### config.mk
export PLATFORM = sky130hd
export DESIGN_NAME = lane_light_sequencer
export DESIGN_NICKNAME = d
export VERILOG_FILES = /design/src/rtl/lane_light_sequencer_pkg.sv /design/src/rtl/lane_light_sequencer_phase_timer.sv /design/src/rtl/lane_light_sequencer.sv
export SDC_FILE = /design/constraint.sdc
export NUM_CORES = 1
export LEC_CHECK = 0
export CORE_AREA = 5 5 54 56
export DETAILED_ROUTE_END_ITERATION = 8
export DIE_AREA = 0 0 59 61
export GPL_ROUTABILITY_DRIVEN = 0
export HOLD_SLACK_MARGIN = 0.1
export PLACE_DENSITY = 0.79
export SYNTH_ARGS = -nofsm -noshare
export SYNTH_HDL_FRONTEND = slang
export SYNTH_SLANG_ARGS = --single-unit
### constraint.sdc
create_clock -name i_clk -period 3.4 [get_ports i_clk]
set_clock_uncertainty 0.2 [all_clocks]
set_input_delay 1.02 -clock i_clk [delete_from_list [all_inputs] [get_ports i_clk]]
set_output_delay 1.02 -clock i_clk [all_outputs]
set_load 0.005 [all_outputs]
### src/rtl/lane_light_sequencer_pkg.sv
// Shared types for the intersection lamp sequencer: mode, light and phase encodings, lane indices.
// Latency: n/a (types only); backpressure: n/a.
package lane_light_sequencer_pkg;

    typedef enum logic [1:0] {
        MODE_NIGHT = 2'b00,
        MODE_DAY   = 2'b01,
        MODE_PED   = 2'b10,
        MODE_EMG   = 2'b11
    } mode_t;

    typedef enum logic [1:0] {
        LT_RED    = 2'b00,
        LT_YELLOW = 2'b01,
        LT_GREEN  = 2'b10
    } light_t;

    typedef enum logic [1:0] {
        PH_ALL_RED = 2'b00,
        PH_GREEN   = 2'b01,
        PH_YELLOW  = 2'b10
    } phase_t;

    localparam int NUM_LANES = 8;
    localparam int LANE_N1   = 7;
    localparam int LANE_N2   = 6;
    localparam int LANE_E1   = 5;
    localparam int LANE_E2   = 4;
    localparam int LANE_S1   = 3;
    localparam int LANE_S2   = 2;
    localparam int LANE_W1   = 1;
    localparam int LANE_W2   = 0;

    // Pedestrian and emergency modes must never see a lane go green.
    function automatic logic mode_allows_green(input mode_t m);
        return (m == MODE_NIGHT) || (m == MODE_DAY);
    endfunction

endpackage

### src/rtl/lane_light_sequencer_phase_timer.sv
// Saturating down-counter timing each light phase; load wins over decrement.
// Latency: count updates one edge after load/dec; backpressure: none.
module phase_timer #(
    parameter int             TW      = 8,
    parameter logic [TW-1:0]  RST_VAL = '0
) (
    input  logic          i_clk,
    input  logic          i_rst,
    input  logic          i_load,
    input  logic [TW-1:0] i_load_val,
    input  logic          i_dec,
    output logic [TW-1:0] o_count,
    output logic          o_zero
);

    logic [TW-1:0] r_count;

    always_ff @(posedge i_clk) begin
        if (i_rst) begin
            r_count <= RST_VAL;
        end else if (i_load) begin
            r_count <= i_load_val;
        end else if (i_dec && (r_count != '0)) begin
            r_count <= r_count - 1'b1;
        end
    end

    assign o_count = r_count;
    assign o_zero  = (r_count == '0);

endmodule

### src/rtl/lane_light_sequencer.sv
// Turns the DayTime lane grant into safe lamp colours with min green, yellow and all-red clearance.
// Latency: first green ALLRED_CYC edges after reset; backpressure: none, lane_req sampled only at grant.
module lane_light_sequencer
    import lane_light_sequencer_pkg::*;
#(
    parameter int GREEN_MIN  = 8,
    parameter int YELLOW_CYC = 3,
    parameter int ALLRED_CYC = 2,
    parameter int TW         = 8
) (
    input  logic        i_clk,
    input  logic        i_rst,
    input  logic [7:0]  i_lane_req,
    input  logic [1:0]  i_mode,
    output logic [15:0] o_lights,
    output logic [1:0]  o_phase,
    output logic        o_grant_ack
);

    localparam logic [TW-1:0] GREEN_LD  = TW'(GREEN_MIN - 1);
    localparam logic [TW-1:0] YELLOW_LD = TW'(YELLOW_CYC - 1);
    localparam logic [TW-1:0] ALLRED_LD = TW'(ALLRED_CYC - 1);

    phase_t        r_state;
    logic [7:0]    r_active;
    logic          r_grant_ack;

    phase_t        w_state_nxt;
    mode_t         w_mode;
    logic          w_grant;
    logic          w_load;
    logic [TW-1:0] w_load_val;
    logic [TW-1:0] w_timer;
    logic          w_timer_zero;
    logic          w_enter_all_red;

    assign w_mode = mode_t'(i_mode);

    phase_timer #(
        .TW      (TW),
        .RST_VAL (ALLRED_LD)
    ) u_phase_timer (
        .i_clk      (i_clk),
        .i_rst      (i_rst),
        .i_load     (w_load),
        .i_load_val (w_load_val),
        .i_dec      (1'b1),
        .o_count    (w_timer),
        .o_zero     (w_timer_zero)
    );

    // State register, plus the lane set and ack pulse that change with it.
    always_ff @(posedge i_clk) begin
        if (i_rst) begin
            r_state     <= PH_ALL_RED;
            r_active    <= '0;
            r_grant_ack <= 1'b0;
        end else begin
            r_state     <= w_state_nxt;
            r_grant_ack <= w_grant;
            if (w_grant) begin
                r_active <= i_lane_req;
            end else if (w_enter_all_red) begin
                r_active <= '0;
            end
        end
    end

    always_comb begin
        w_state_nxt     = r_state;
        w_grant         = 1'b0;
        w_load          = 1'b0;
        w_load_val      = '0;
        w_enter_all_red = 1'b0;
        case (r_state)
            PH_ALL_RED: begin
                if (w_timer_zero && mode_allows_green(w_mode) && (i_lane_req != 8'h00)) begin
                    w_grant     = 1'b1;
                    w_state_nxt = PH_GREEN;
                    w_load      = 1'b1;
                    w_load_val  = GREEN_LD;
                end
            end
            PH_GREEN: begin
                // Ped/emergency waives the remaining minimum green.
                if (!mode_allows_green(w_mode) || (w_timer_zero && (i_lane_req != r_active))) begin
                    w_state_nxt = PH_YELLOW;
                    w_load      = 1'b1;
                    w_load_val  = YELLOW_LD;
                end
            end
            PH_YELLOW: begin
                if (w_timer_zero) begin
                    w_state_nxt     = PH_ALL_RED;
                    w_load          = 1'b1;
                    w_load_val      = ALLRED_LD;
                    w_enter_all_red = 1'b1;
                end
            end
            default: begin
                w_state_nxt     = PH_ALL_RED;
                w_load          = 1'b1;
                w_load_val      = ALLRED_LD;
                w_enter_all_red = 1'b1;
            end
        endcase
    end

    // Moore decode: only lanes in the latched set ever leave red.
    always_comb begin
        o_lights    = '0;
        o_phase     = r_state;
        o_grant_ack = r_grant_ack;
        for (int i = 0; i < NUM_LANES; i++) begin
            if (r_active[i]) begin
                case (r_state)
                    PH_GREEN:  o_lights[2*i +: 2] = LT_GREEN;
                    PH_YELLOW: o_lights[2*i +: 2] = LT_YELLOW;
                    default:   o_lights[2*i +: 2] = LT_RED;
                endcase
            end
        end
    end

endmodule
==> flow_summary.ini <==
[global_routing]
grt_pass1_vias = 1135
grt_antenna_before_repair = 0
grt_max_degree = 12
grt_pass1_wl_um = 4950
grt_usage_pct = 18.0
grt_overflow = 0

[timing]
period_minus_slack_ns = 3.05
final_max_slew_viol_count = 0
setup_violations = 0
finalCritPeriodShare_pct = 89.6
fmax_mhz = 328
hold_violations = 0
fin_tns_setup_ns = 0
worst_pin_slew_ns = 0.603
slew_headroom_pct = 59.5
rsz0062_at_grt = false

[power]
p_per_area_mw_per_mm2 = 636
ir_drop_mv = 0.398
p_leak_uw = 0.000534

[final_layout]
nets = 175
seq_area_um2 = 380
utilization_pct = 62.3
syn2layout_area_growth_pct = 33.0
layout-drive-gt1-share_pct = 9.32
fillerInstances = 218
multi_input_area_um2 = 701
diodes = 0

[synth]
synthMostInstantiatedCell = dfxtp_1
synth_cell_types = 41
synthesis.nets = 141
synth_edf_count = 0
ys_seq_elements = 19
synth_cells = 128
ys_async_sr_fraction_pct = 0
synthTopCellsByCount = dfxtp_1, and2_1, xnor2_1
ys_seq_area_share_pct = 34.0
synthTopCellsByArea = dfxtp_1, and2_1, xnor2_1
synth_top_area_share_pct = 34.0
syn_area_mm2 = 0.00112
syn_area_per_cell_um2 = 8.74
synth_area_leader_cell = dfxtp_1
ys_warn_count = 0
synthFlopType = dfxtp_1

[route]
viasPerCell = 5.74
drtAntennaViolNets = 0
routedWlPerCell_um = 15.0
routed_wl_um = 2870
drc = 0
first_pass_iters = 5
drtIter0Drc = 49
vias = 1097

[critical_path]
cp-start-kind = register
crit_fanout = 11
end_kind = output port
worst_ep_required_time_ns = 2.18
cp_slowest_cell = dfxtp_1
crit_family = buffers and inverters
cp_slowest_stage_delay_ns = 0.54
crit_type = register to output port
cp.buffers_inverters = 2
crit_chain = nor2b_1 -> buf_4 -> and2_1 -> clkdlybuf4s50_1
worstPathArrival_ns = 1.83

[cts]
post-cts-setup-buffers = 0
cts_resized = 0
clock_path_buffers = 2
clkTransAtPathRegs_ns = 0.10
htreeDepth = 1
cts_sinks = 19
clock_latency_ns = 0.29
cts_root_buf = clkbuf_4
cts_tree = yes
cts_buffers = 3
cts_hold_buf = 0

[floorplanning]
rows = 18
placeableCoreArea_mm2 = 0.00239
die-area_mm2 = 0.00360
die_h_um = 61
chipWidth_um = 59
ioPinCount = 31
initial_core_util_pct = 46.9

[run_status]
outcome = completed

[placed_design]
dp_hpwl_um = 2270
port_buffers = 29

[flow_run]
cap_violations = 0

[min_path]
hold_class = register to register
[per-layer routing]
layer,track usage (%),vias up,wire length (um)
met4,9.71,0,58
met3,4.47,7,169
li1,-,544,-
met2,31.9,39,1440
met1,19.8,507,1210
met5,0,-,0
[area by class of cell]
| type | count | share of cell area (%) |
|---|---|---|
| tap | 30 | 2.52 |
| multi-input combinational | 100 | 47.1 |
| inverter | 4 | 1.01 |
| timing repair buffer | 34 | 22.0 |
| clock buffer | 4 | 1.77 |
| sequential | 19 | 25.6 |
[cells in the final DEF (no fill, tap or decap), types with 2 or more instances in the layout]
cell | synthesis | routed
inv_1 | 4 | 4
nor3_1 | 8 | 8
and2_1 | 16 | 16
a211oi_1 | 4 | 4
and4_1 | 2 | 2
xnor2_1 | 10 | 10
dfxtp_1 | 19 | 19
clkbuf_4 | 0 | 3
buf_4 | 1 | 5
nand4_1 | 6 | 6
nand2b_1 | 2 | 2
nor2b_1 | 2 | 2
nand2_1 | 2 | 2
a22o_1 | 8 | 8
nor2_1 | 6 | 6
a21oi_1 | 5 | 5
xor2_1 | 2 | 2
nand3_1 | 2 | 2
clkdlybuf4s50_1 | 0 | 29
nor4_1 | 3 | 3
[kinds of logic (layout without fill, tap and decap cells)]
family                   Yosys count  in the layout  synth area share [%]
adder cells (fa/ha/maj)            1              1                  1.12
AO/OA/AOI/OAI                     30             30                  20.4
flip-flops                        19             19                  34.0
multiplexers                       1              1                 0.895
XOR/XNOR                          12             12                  9.40
AND/OR/NAND/NOR                   56             56                  30.9
buffers and inverters              9             42                  3.36
[flip-flops by register name (all words and copies together), names as in the netlist]
| name | count |
|---|---|
| u_phase_timer.o_count | 8 |
| o_phase | 2 |
| r_active | 8 |
| o_grant_ack | 1 |
[through the flow]
| stage | total power [uW] | hold slack [ns] | instance area [um2] | setup slack (ns) | std cells |
|---|---|---|---|---|---|
| after floorplan | 686 | 0.265 | 1120 | 0.955 | 128 |
| after global placement | 812 | 0.288 | 1460 | 0.358 | 187 |
| after detailed placement | 837 | 0.309 | 1460 | 0.347 | 187 |
| after CTS | 955 | 0.325 | 1490 | 0.341 | 191 |
| after global routing | 1030 | 0.361 | 1490 | 0.197 | 191 |
| final | 946 | 0.321 | 1490 | 0.355 | 191 |
[worst paths after layout]
check                                        startpoint                                     to  slack [ns]  cells after the start
hold reg to reg   u_phase_timer.o_count[1]$_SDFFE_PP0P_  u_phase_timer.o_count[1]$_SDFFE_PP0P_        0.32                      2
setup reg to reg  u_phase_timer.o_count[0]$_SDFFE_PP1P_  u_phase_timer.o_count[4]$_SDFFE_PP0P_        1.02                      6
hold / removal    u_phase_timer.o_count[1]$_SDFFE_PP0P_  u_phase_timer.o_count[1]$_SDFFE_PP0P_        0.32                      2
setup / recovery                o_phase[1]$_SDFFE_PP0P_                           o_lights[14]        0.35                      4
[tightest hold or removal path, stage by stage, from the launching register on]
cell	delay (ns)
dfxtp_1	0.34
inv_1	0.07
a31oi_1	0.07
[where the power goes]
| part | total, uW | internal, uW | switching (uW) | leakage, uW |
|---|---|---|---|---|
| clock network | 113 | 45.7 | 67.2 | 0.0000150 |
| logic | 479 | 227 | 253 | 0.000364 |
| registers | 354 | 285 | 69.0 | 0.000155 |
Note: power is estimated with default switching activity, not from simulation.
